===== config.mk =====
export PLATFORM = sky130hd
export DESIGN_NAME = bcd_counter
export DESIGN_NICKNAME = d
export VERILOG_FILES = /design/src/rtl/bcd_pkg.sv /design/src/rtl/bcd_digit.sv /design/src/rtl/bcd_counter.sv
export SDC_FILE = /design/constraint.sdc
export NUM_CORES = 1
export LEC_CHECK = 0
export BUFFER_PORTS_ARGS = -buffer_cell sky130_fd_sc_hd__buf_4
export CAP_MARGIN = 20
export CORE_ASPECT_RATIO = 0.6
export CORE_MARGIN = 2
export CORE_UTILIZATION = 40
export CTS_CLUSTER_DIAMETER = 150
export DETAILED_ROUTE_END_ITERATION = 16
export PLACE_DENSITY = 0.61
export SLEW_MARGIN = 30
export SYNTH_ARGS = -nofsm -noshare
export SYNTH_HDL_FRONTEND = slang
export SYNTH_HIERARCHICAL = 1
export SYNTH_SLANG_ARGS = --single-unit

===== constraint.sdc =====
create_clock -name Clk -period 2.86 [get_ports Clk]
set_clock_uncertainty 0.05 [all_clocks]
set_input_delay 0 -clock Clk [delete_from_list [all_inputs] [get_ports Clk]]
set_output_delay 0 -clock Clk [all_outputs]
set_load 0.1 [all_outputs]

===== src/rtl/bcd_pkg.sv =====
// ---------------------------------------------------------------------------
// bcd_pkg
//   Shared types and constants for the four-decade BCD counter.
//     bcd_t        : one BCD digit (legal values 0..9)
//     BCD_MAX      : largest legal digit value
//     NUM_DIGITS   : number of decades in the counter
//     bcd_sanitize : maps an arbitrary nibble onto a legal digit (>9 -> 0)
// ---------------------------------------------------------------------------
package bcd_pkg;

  typedef logic [3:0] bcd_t;

  localparam bcd_t        BCD_MAX    = 4'd9;
  localparam int unsigned NUM_DIGITS = 4;

  // Nibbles that are not valid BCD are loaded as zero so the digit
  // registers can never hold an illegal code.
  function automatic bcd_t bcd_sanitize(input logic [3:0] nib);
    return (nib > BCD_MAX) ? '0 : nib;
  endfunction

endpackage : bcd_pkg


===== src/rtl/bcd_digit.sv =====
// ---------------------------------------------------------------------------
// bcd_digit
//   Purely combinational next-value logic for a single BCD decade.
//   When carry_i is set the digit moves one step in the direction given by
//   up_i, wrapping 9->0 (up) or 0->9 (down) and raising carry_o on the wrap.
//   When carry_i is clear the digit passes through unchanged.
//
//   Ports
//     digit_i : current digit value (0..9)
//     up_i    : 1 = increment, 0 = decrement
//     carry_i : carry (up) / borrow (down) from the next lower decade
//     next_o  : digit value after this step
//     carry_o : carry / borrow into the next higher decade
// ---------------------------------------------------------------------------
module bcd_digit
  import bcd_pkg::*;
(
  input  logic [3:0] digit_i,
  input  logic       up_i,
  input  logic       carry_i,
  output logic [3:0] next_o,
  output logic       carry_o
);

  always_comb begin
    next_o  = digit_i;
    carry_o = 1'b0;
    if (carry_i) begin
      if (up_i) begin
        if (digit_i >= BCD_MAX) begin
          next_o  = '0;
          carry_o = 1'b1;
        end else begin
          next_o  = digit_i + 4'd1;
        end
      end else begin
        if (digit_i == '0) begin
          next_o  = BCD_MAX;
          carry_o = 1'b1;
        end else begin
          next_o  = digit_i - 4'd1;
        end
      end
    end
  end

endmodule : bcd_digit


===== src/rtl/bcd_counter.sv =====
// ---------------------------------------------------------------------------
// bcd_counter
//   Four-decade up/down BCD counter advanced by a free-running prescaler.
//   The prescaler counts enabled cycles; every TICK_DIV enabled cycles the
//   BCD value steps by one in the direction given by Up. Tick marks the cycle
//   in which the new value is first visible; Wrap additionally marks a full
//   rollover (9999->0000 up, 0000->9999 down).
//
//   Parameters
//     TICK_DIV : clock cycles per count step (2 .. 2**26)
//
//   Ports
//     Clk      : system clock, rising-edge
//     Reset    : asynchronous active-high reset
//     En       : run enable (level); prescaler advances while high
//     Up       : direction, 1 = up, 0 = down; only sampled on the step cycle
//     Clr      : synchronous clear of count and prescaler
//     Load     : synchronous load of Load_Val (illegal nibbles load as 0)
//     Load_Val : four BCD digits, [3:0] = units
//     Dig0..3  : registered digits, units .. thousands
//     Tick     : one-cycle pulse following every step edge
//     Wrap     : one-cycle pulse following a step that wrapped all digits
//
//   Priority within a cycle: Reset > Clr > Load > step.
// ---------------------------------------------------------------------------
module bcd_counter
  import bcd_pkg::*;
#(
  parameter int unsigned TICK_DIV = 50_000_000
) (
  input  logic        Clk,
  input  logic        Reset,
  input  logic        En,
  input  logic        Up,
  input  logic        Clr,
  input  logic        Load,
  input  logic [15:0] Load_Val,
  output logic [3:0]  Dig0,
  output logic [3:0]  Dig1,
  output logic [3:0]  Dig2,
  output logic [3:0]  Dig3,
  output logic        Tick,
  output logic        Wrap
);

  if ((TICK_DIV < 2) || (TICK_DIV > (1 << 26))) begin : g_bad_tick_div
    $error("bcd_counter: TICK_DIV out of range 2..2**26");
  end

  localparam int unsigned          PW     = $clog2(TICK_DIV);
  localparam logic [PW-1:0]        P_LAST = PW'(TICK_DIV - 1);

  // -------------------------------------------------------------------------
  // State
  // -------------------------------------------------------------------------
  logic [PW-1:0]                  p_q,    p_d;
  bcd_t [NUM_DIGITS-1:0]          dig_q,  dig_d;
  logic                           tick_q, tick_d;
  logic                           wrap_q, wrap_d;

  // -------------------------------------------------------------------------
  // Decade chain: the step enters decade 0 as a forced carry and ripples
  // upward within the same cycle. The carry out of the top decade is the
  // full-rollover indication.
  // -------------------------------------------------------------------------
  bcd_t [NUM_DIGITS-1:0]          dig_step;
  logic [NUM_DIGITS:0]            carry;

  assign carry[0] = 1'b1;

  for (genvar gi = 0; gi < NUM_DIGITS; gi++) begin : g_decade
    bcd_digit u_digit (
      .digit_i (dig_q[gi]),
      .up_i    (Up),
      .carry_i (carry[gi]),
      .next_o  (dig_step[gi]),
      .carry_o (carry[gi+1])
    );
  end

  // Load value with illegal nibbles replaced by zero
  bcd_t [NUM_DIGITS-1:0]          dig_load;

  always_comb begin
    dig_load = '0;
    for (int unsigned i = 0; i < NUM_DIGITS; i++) begin
      dig_load[i] = bcd_sanitize(Load_Val[4*i +: 4]);
    end
  end

  logic step;
  assign step = En && (p_q == P_LAST);

  // -------------------------------------------------------------------------
  // Next-state
  // -------------------------------------------------------------------------
  always_comb begin
    p_d    = p_q;
    dig_d  = dig_q;
    tick_d = 1'b0;
    wrap_d = 1'b0;
    if (Clr) begin
      p_d   = '0;
      dig_d = '0;
    end else if (Load) begin
      p_d   = '0;
      dig_d = dig_load;
    end else if (step) begin
      p_d    = '0;
      dig_d  = dig_step;
      tick_d = 1'b1;
      wrap_d = carry[NUM_DIGITS];
    end else if (En) begin
      p_d = p_q + PW'(1);
    end
  end

  // -------------------------------------------------------------------------
  // Registers
  // -------------------------------------------------------------------------
  always_ff @(posedge Clk or posedge Reset) begin
    if (Reset) begin
      p_q    <= '0;
      dig_q  <= '0;
      tick_q <= 1'b0;
      wrap_q <= 1'b0;
    end else begin
      p_q    <= p_d;
      dig_q  <= dig_d;
      tick_q <= tick_d;
      wrap_q <= wrap_d;
    end
  end

  assign Dig0 = dig_q[0];
  assign Dig1 = dig_q[1];
  assign Dig2 = dig_q[2];
  assign Dig3 = dig_q[3];
  assign Tick = tick_q;
  assign Wrap = wrap_q;

  // -------------------------------------------------------------------------
  // Invariants
  // -------------------------------------------------------------------------
  a_digits_legal : assert property (@(posedge Clk) disable iff (Reset)
    (Dig0 <= BCD_MAX) && (Dig1 <= BCD_MAX) && (Dig2 <= BCD_MAX) && (Dig3 <= BCD_MAX));

  a_wrap_with_tick : assert property (@(posedge Clk) disable iff (Reset)
    Wrap |-> Tick);

  a_prescaler_range : assert property (@(posedge Clk) disable iff (Reset)
    p_q <= P_LAST);

endmodule : bcd_counter


### Yosys cells after proc, flatten, opt, wreduce, memory -nomap -nowiden

Index checks and enable logic that the tools add are counted.
Widths: inputs -> output; s select.

| word-level totals | value |
|---|---|
| bits in registers | 44 |
| output and inout port bits | 18 |

| operators by class | value |
|---|---|
| $lt $le $gt $ge | 8 |
| $add $sub $neg | 9 |
| equal/unequal tests | 1 |
| reduce and logical (&&, ||, !) cells | 13 |
| multiplexer cells | 47 |

Operator list:

| operator | count |
|---|---|
| $mux 26 | 4 |
| $mux 4 | 19 |
| $mux 16 | 3 |
| $add 26x1->26 const B | 1 |
| $eq 26x26->1 const B | 1 |
| $mux 1 | 21 |
| $add 4x1->4 const B | 4 |
| $ge 4x4->1 const B | 4 |
| $gt 4x4->1 const B | 4 |
| $logic_not 4->1 | 4 |
| $sub 4x1->4 const B | 4 |
| $reduce_bool 3->1 | 4 |
| $reduce_and 2->1 | 3 |
| $reduce_bool 4->1 | 1 |
| $logic_and 1x1->1 | 1 |

### Longest topological paths before layout

Gate-level depths: netlist of the first run.

| depth | value |
|---|---|
| depth after elaboration | 9 |
| gate-level depth with buffers | 17 |
| gate-level depth less buffers | 14 |

### By module

Netlist of the first run, hierarchy kept.

By module, submodules not included:

| module | cells each | area each (sq um) | instances |
|---|---|---|---|
| bcd_counter | 257 | 2489.9 | 1 |
| bcd_digit | 38 | 290.3 | 4 |

### Worst setup path before layout of the first run

Ideal clock, no wire load.

| path | value |
|---|---|
| path type | register -> register |
| from | register dig_q, in the netlist Dig0[0] |
| to | register dig_q, in the netlist Dig3[2] |
| arrival time | 3.555 ns |
| data required time | 2.716 ns |
| cell stages (with the launch flop) | 18 |
| path slack | -0.839 ns |
| period minus slack after synthesis | 3.699 ns |
| cell sequence | dfrtp_1 -> inv_1 -> ha_1 -> or3b_4 -> a21boi_2 -> nor2_1 -> buf_2 -> o21ai_0 -> nor2_1 -> buf_2 -> o21ai_0 -> nor2_1 -> buf_2 -> nand2b_1 -> a2111oi_0 -> a221o_1 -> a41oi_1 -> a211oi_1 |

| between the ends | value |
|---|---|
| longest elaborated chain between the ends | 7 |
| elaborated cells on any way between the ends | 9 |
| classes of those cells | order compare: 1; mux: 5; reduce/logical: 3 |

Ends and longest elaborated chain:

| what | line | source |
|---|---|---|
| start, declared | bcd_counter.sv:57 | `bcd_t [NUM_DIGITS-1:0] dig_q, dig_d;` |
| start signal, assigned | bcd_counter.sv:129 | `dig_q <= dig_d;` |
| $ge 4x4->1 / $logic_not 4->1 (equally long branches) | bcd_digit.sv:30, bcd_digit.sv:37 |  |
| $mux 1 (on tied branches) | bcd_digit.sv:30, bcd_digit.sv:37 |  |
| $mux 1 * | bcd_digit.sv:29 | `if (up_i) begin` |
| via carry[1] | bcd_counter.sv:67 | `logic [NUM_DIGITS:0] carry;` |
| $mux 1 * | bcd_digit.sv:28 | `if (carry_i) begin` |
| via carry[2] | bcd_counter.sv:67 |  |
| $mux 1 * | bcd_digit.sv:28 |  |
| via carry[3] | bcd_counter.sv:67 |  |
| $reduce_bool 3->1 (no line) * | - |  |
| $reduce_and 2->1 (no line) * | - |  |

The timed path passes the listed nets; every way through them passes the cells marked *.
A chain may end at the register's enable or synchronous reset.

### Final worst setup path of the first run

| path | value |
|---|---|
| from | register dig_q, in the netlist Dig0[0] |
| to | register dig_q, in the netlist Dig3[0] |

The elaborated chain is that of the path after synthesis.

==> results of run 1 <==
-- kinds of logic (layout without fill, tap and decap cells) --
group / count (synthesis) / in the layout / synth area share [%]
AO/OA/AOI/OAI: 139 / 139 / 28.0
AND/OR/NAND/NOR: 137 / 137 / 23.5
buffers and inverters: 52 / 103 / 7.37
flip-flops: 44 / 44 / 30.2
adder cells (fa/ha/maj): 18 / 18 / 6.17
XOR/XNOR: 10 / 10 / 2.40
multiplexers: 8 / 8 / 2.33
other: 1 / 1 / 0.103
-- critical path: stages, from the launching register on --
cell      delay, ps
dfrtp_4         440
inv_4            50
buf_6           120
ha_4            150
or3b_4          230
a21boi_2         50
nor2_1          140
o21ai_1          90
nor2_2          130
o21ai_1          80
nor2_2          290
buf_6           180
a21oi_2          50
a31o_2          220
a32o_1          200
mux2_4          250
-- cell usage after synthesis (5+ instances only) --
library cell and instances:
or2_2 5, a211oi_1 12, nor2_1 25, xnor2_1 6, nor4b_1 6, inv_1 24, a21boi_0 8, or4b_1 6
a31o_2 8, o21ai_0 28, nand3_1 18, or4_1 10, nand2_1 12, a41oi_1 12, a2111oi_0 8, clkbuf_1 11
buf_2 7, buf_6 8, nand4_1 9, ha_1 18, a21oi_1 20, dfrtp_1 44, o31ai_1 10, nand2b_1 6
-- layout make-up --
type	count	area share, %
sequential	44	24.7
timing repair buffer	71	12.6
tap	112	3.10
clock buffer	6	2.85
clock inverter	2	0.775
inverter	24	2.16
multi-input combinational	313	53.8
-- how the worst max path moves through the flow --
stage,from,to,slack (ps),cells past startpoint
2_1_floorplan,Dig0[0]$_DFFE_PP0P_,Dig3[3]$_DFFE_PP0P_,-170,17
3_3_place_gp,Dig1[0]$_DFFE_PP0P_,Dig3[3]$_DFFE_PP0P_,-100,12
3_5_place_dp,Dig1[0]$_DFFE_PP0P_,Dig3[3]$_DFFE_PP0P_,-110,12
4_1_cts,Dig0[0]$_DFFE_PP0P_,Dig3[3]$_DFFE_PP0P_,4,14
5_1_grt,Dig0[0]$_DFFE_PP0P_,Dig3[2]$_DFFE_PP0P_,-90,15
6_report,Dig0[0]$_DFFE_PP0P_,Dig3[0]$_DFFE_PP0P_,40,15
-- power by group --
group          switching (mW)  internal [mW]  total [mW]
clock                   0.248          0.411       0.659
combinational           0.313          0.200       0.513
sequential             0.0323          0.640       0.672
total                   0.593           1.25        1.84
-- registers in the layout, summed over array words and instances (netlist names) --
signal	count
p_q	26
Dig0	4
Dig1	4
Dig2	4
Dig3	4
Tick	1
Wrap	1
-- routing by layer --
| layer | vias to the layer above | GRT usage, % | wire length (um) |
|---|---|---|---|
| met2 | 149 | 29.1 | 4190 |
| li1 | 1686 | - | - |
| met1 | 1753 | 34.8 | 5460 |
| met3 | 16 | 2.55 | 684 |
| met4 | 0 | 5.16 | 141 |
| met5 | - | 0 | 0 |
-- stage by stage --
step                      TNS (ps)  utilization [%]  cell area, um^2  hold slack (ps)  std cells
after detailed placement      -314             47.5             4120             64.8        553
after global routing          -350             52.0             4520             25.0        572
after CTS                        0             50.5             4380            0.474        570
final                            0             52.0             4520             5.70        572
after global placement        -225             47.4             4120              243        553
after floorplan               -589                -             3720              125        409
-- what timing repair did --
item | in CTS | in global routing
resized for setup | 2 | 26
endpoints found under the hold margin | 51 | 0
setup endpoints to repair | 4 | 8
hold buffers | 9 | 0
pin swaps | 0 | 6
cloned | 0 | 0
setup buffers | 0 | 2
==> run metrics, run 1 <==
final hold vios 0; top cells by area, synth dfrtp_1 (30%), ha_1 (6.2%), o21ai_0 (3.8%); cell taking the most area after synthesis dfrtp_1; Routed WL 10.5 mm; Hold EP p_q[1]$_DFFE_PP0P_; commonest non-fill, non-tap cell in the layout buf_4; number of global-route vias before repair 3203; Die ar. 0.00993 mm^2; layout cells sized above 1 28.3%; multi-input logic area 0.00243 mm^2; number of inserted diodes 0; sequential fraction of the synthesis area 30.2%; clock buffer depth 2; gpl congestion 0.910; htree depth 2; Nets 499; Tot Pwr 1.84 mW; post-place setup slack -115 ps; storage element area 0.00111 mm^2; Die H 78.0 um; PD cells 408 mW/mm^2; vias post-DR 3604; crit path launch type flop; # DRC 0; Final Cycle Share 98.7%; DRT Pass-1 Iters 5; clock sinks 44; Crit Path Max Fanout 8; synthesized area 0.00365 mm^2; core area 0.00869 mm^2; Worst VDD drop 0.259 mV; I/O pin count 40; status completed; Max-Cap Viols 0; Primary FF master, synth dfrtp_1; worst endpoint data arrival time 2950 ps; Reg clk slew, reported paths 60 ps; EDFF count, synth 0; Via density 6.30; FF-to-FF End Dig3[0]$_DFFE_PP0P_; FFs w/ async S/R, synth 100%; worst reg2reg path depth 15; slew margin rel. 52.4%; area grow syn2layout 23.8%; Port Buffers 39; setup ws final 37.3 ps; Finish-stage setup viols 0; Slew Viols, Final 0; fill cell count 769; RSZ-0062 raised after global routing true; Final ANT Viol Nets 0; Synth top area share 30.2%; Reg-to-Reg Start Dig0[0]$_DFFE_PP0P_; DRT iter0 DRCs 372; r2r setup slk 40 ps; CP Capture Type flop; largest net degree at the start of global routing 45; required time of the critical path 2980 ps; hold crit path type primary input to flop; syn avg cell area 8.93 um^2; WS Path Type flop to flop; max frequency 0.354 GHz; Worst Hold Depth 3; CTS tree built; worst skew pair latency 290 ps; GRT Residual Overflow 0; first-pass GRT wire length 17.0 mm; min Tclk post-route 2820 ps; Netlist cell types 59; Synth warnings 6; initial antenna violation count 0; Synthesized Nets 449; Slew @ Worst Pin 706 ps; static leakage 1.73 nW; Gate Count Post-Synth 409; Post-DP HPWL 7.38 mm; Hold Crit Start En; row count 26; clk root buf clkbuf_16; wire length per cell 18.3 um; Die Wd 127 um; Synth Register Bits 44; cts bufs inserted 5; most frequent cells in the layout buf_4 (58), dfrtp_1 (37), o21ai_0 (24); Tot GR Track Use 21.4%; Initial Util 42.0%
No activity file was read; power rests on OpenSTA's default activity.
==> inputs of run 2 (changes only) <==
Settings changed: BUFFER_PORTS_ARGS -buffer_cell sky130_fd_sc_hd__buf_4 to default, DONT_BUFFER_PORTS from default to 1, PLACE_DENSITY 0.61 to 0.57.
==> run metrics, run 2 (synthesis gave the netlist of run 1 again) <==
status complete, but fails checks (was completed); failing checks negative setup slack; htree depth 2 (unchanged); clk root buf clkbuf_16 (unchanged); slowest stage cell, crit path dfrtp_4 (unchanged); number of inserted diodes 0 (unchanged); Die H 78.0 um (unchanged); I/O pin count 40 (unchanged); Port Buffers 0 (was 39); clock buffer depth 2 (unchanged); min Tclk post-route 2880 ps (was 2820 ps); Finish-stage setup viols 1 (was 0); Via density 6.34 (was 6.30); static leakage 1.68 nW (was 1.73 nW); RSZ-0062 raised after global routing true (unchanged); vias post-DR 3563 (was 3604); Crit Path Max Fanout 8 (unchanged); Top reg by flops p_q (unchanged); WS Path Type flop to flop (unchanged); Final ANT Viol Nets 0 (unchanged); initial antenna violation count 0 (unchanged); Post-DP HPWL 7.63 mm (was 7.38 mm); area grow syn2layout 22.5% (was 23.8%); wire length per cell 20.2 um (was 18.3 um); max frequency 0.347 GHz (was 0.354 GHz); core area 0.00869 mm^2 (unchanged); row count 26 (unchanged); crit path launch type flop (unchanged); worst endpoint data arrival time 2980 ps (was 2950 ps); worst skew pair latency 290 ps (about the same); Initial Util 42.0% (unchanged); Final Cycle Share 101% (was 98.7%); most frequent cells in the layout dfrtp_1 (37), buf_4 (31), dlygate4sd3_1 (29) (was buf_4 (58), dfrtp_1 (37), o21ai_0 (24)); CP Capture Type flop (unchanged); crit-path cells inv_6 -> ha_4 -> or3b_4 -> a21boi_2 -> nor2_1 -> o21ai_1 -> nor2_1 -> o21ai_1 -> nor2_2 -> buf_6 -> nand3b_1 -> o22ai_2 -> a311o_1 -> a41oi_2 -> a211oi_1 (was inv_4 -> buf_6 -> ha_4 -> or3b_4 -> a21boi_2 -> nor2_1 -> o21ai_1 -> nor2_2 -> o21ai_1 -> nor2_2 -> buf_6 -> a21oi_2 -> a31o_2 -> a32o_1 -> mux2_4); PD cells 421 mW/mm^2 (was 408 mW/mm^2); final hold vios 0 (unchanged); required time of the critical path 2960 ps (was 2980 ps); DRT Pass-1 Iters 5 (unchanged); Tot GR Track Use 22.8% (was 21.4%); GRT Residual Overflow 0 (unchanged); # DRC 0 (unchanged); hold crit path type primary input to flop (unchanged); Hold WS 27.5 ps (was 5.70 ps); Slew Viols, Final 0 (unchanged); Worst VDD drop 0.250 mV (was 0.259 mV); setup ws final -20.0 ps (was 37.3 ps); Die ar. 0.00993 mm^2 (unchanged); Max stage delay on crit path 520 ps (was 440 ps); layout cells sized above 1 21.1% (was 28.3%); slew margin rel. 41.5% (was 52.4%); Die Wd 127 um (unchanged); cts bufs inserted 5 (unchanged); first-pass GRT wire length 17.8 mm (was 17.0 mm); Tot Pwr 1.88 mW (was 1.84 mW); Max-Cap Viols 0 (unchanged); clock sinks 44 (unchanged); Placed Area 0.00389 mm^2 (was 0.00412 mm^2); CTS tree built (unchanged); Routed WL 11.3 mm (was 10.5 mm); largest net degree at the start of global routing 45 (unchanged); Nets 489 (was 499); max reg flops 26 (unchanged); Reg clk slew, reported paths 70 ps (was 60 ps); gpl congestion 0.889 (was 0.910); DRT iter0 DRCs 371 (was 372); commonest non-fill, non-tap cell in the layout dfrtp_1 (was buf_4); Slew @ Worst Pin 878 ps (was 706 ps); finished layout cell area 0.00447 mm^2 (was 0.00452 mm^2); number of global-route vias before repair 3219 (was 3203)
## run 2: cell types whose count changed in the layout (fill, tap and decap cells not counted), moves of 2 or more
cell,previous run,this run
buf_6,4,1
dlygate4sd3_1,9,29
a211oi_2,3,0
clkbuf_8,0,2
buf_4,58,31
a211oi_1,9,12
## run 2: final timing paths
check	start	slack, ps	depth (start not counted)	endpoint
max	Dig0[0]$_DFFE_PP0P_	-20	15	Dig3[3]$_DFFE_PP0P_
min	Load	30	4	p_q[4]$_DFFE_PP0P_
max reg2reg	Dig0[0]$_DFFE_PP0P_	-20	15	Dig3[3]$_DFFE_PP0P_
min reg2reg	p_q[25]$_DFFE_PP0P_	510	2	p_q[25]$_DFFE_PP0P_
max in group asynchronous	Reset	2080	2	Dig0[0]$_DFFE_PP0P_
min in group asynchronous	Reset	210	2	Wrap$_DFF_PP0_
## run 2: repair_timing
| action | 4_1_cts | 5_1_grt |
|---|---|---|
| pin swaps | 0 | 7 |
| endpoints found under the hold margin | 66 | 0 |
| resized for setup | 2 | 16 |
| endpoints found under the setup margin | 2 | 10 |
| buffers inserted | 0 | 3 |
| hold buffers | 29 | 0 |
## run 2: worst max-delay path: cells and delay by family, from the launching register on
kind / cells / cell delay [ps]
simple gates: 5 / 740
buf+inv: 2 / 240
compound gates: 7 / 1050
fa+ha+maj: 1 / 140
flops: 1 / 520
## run 2: layout make-up
cell class | count | area, um^2
Fill cell | 810 | 4210
Multi-Input combinational cell | 313 | 2400
Sequential cell | 44 | 1110
Timing Repair Buffer | 61 | 534
Clock buffer | 7 | 153
Tap cell | 112 | 140
Inverter | 24 | 100
Clock inverter | 1 | 30.0
## run 2: metrics by stage
step                      std cells  TNS (ps)  worst slack, ps  util (%)
after floorplan                 409      -589             -168         -
after global placement          522         0             16.9      44.8
after detailed placement        522     -46.0            -39.7      44.8
after CTS                       559         0             34.5      50.3
after global routing            562      -412             -121      51.5
final                           562     -20.0            -20.0      51.5
## run 2: power by group
part	internal [mW]	switching, mW	leakage [nW]	total (mW)
Combinational	0.192	0.312	0.993	0.503
Sequential	0.640	0.0222	0.593	0.662
Clock	0.461	0.258	0.0901	0.719
## run 2: metal layers
| metal | up-vias | share of wire, % | GRT usage [%] |
|---|---|---|---|
| met2 | 151 | 40 | 29.1 |
| met5 | - | 0 | 0 |
| met1 | 1732 | 52 | 37.6 |
| met4 | 0 | 0.92 | 5.49 |
| met3 | 14 | 7.8 | 4.76 |
| li1 | 1666 | - | - |
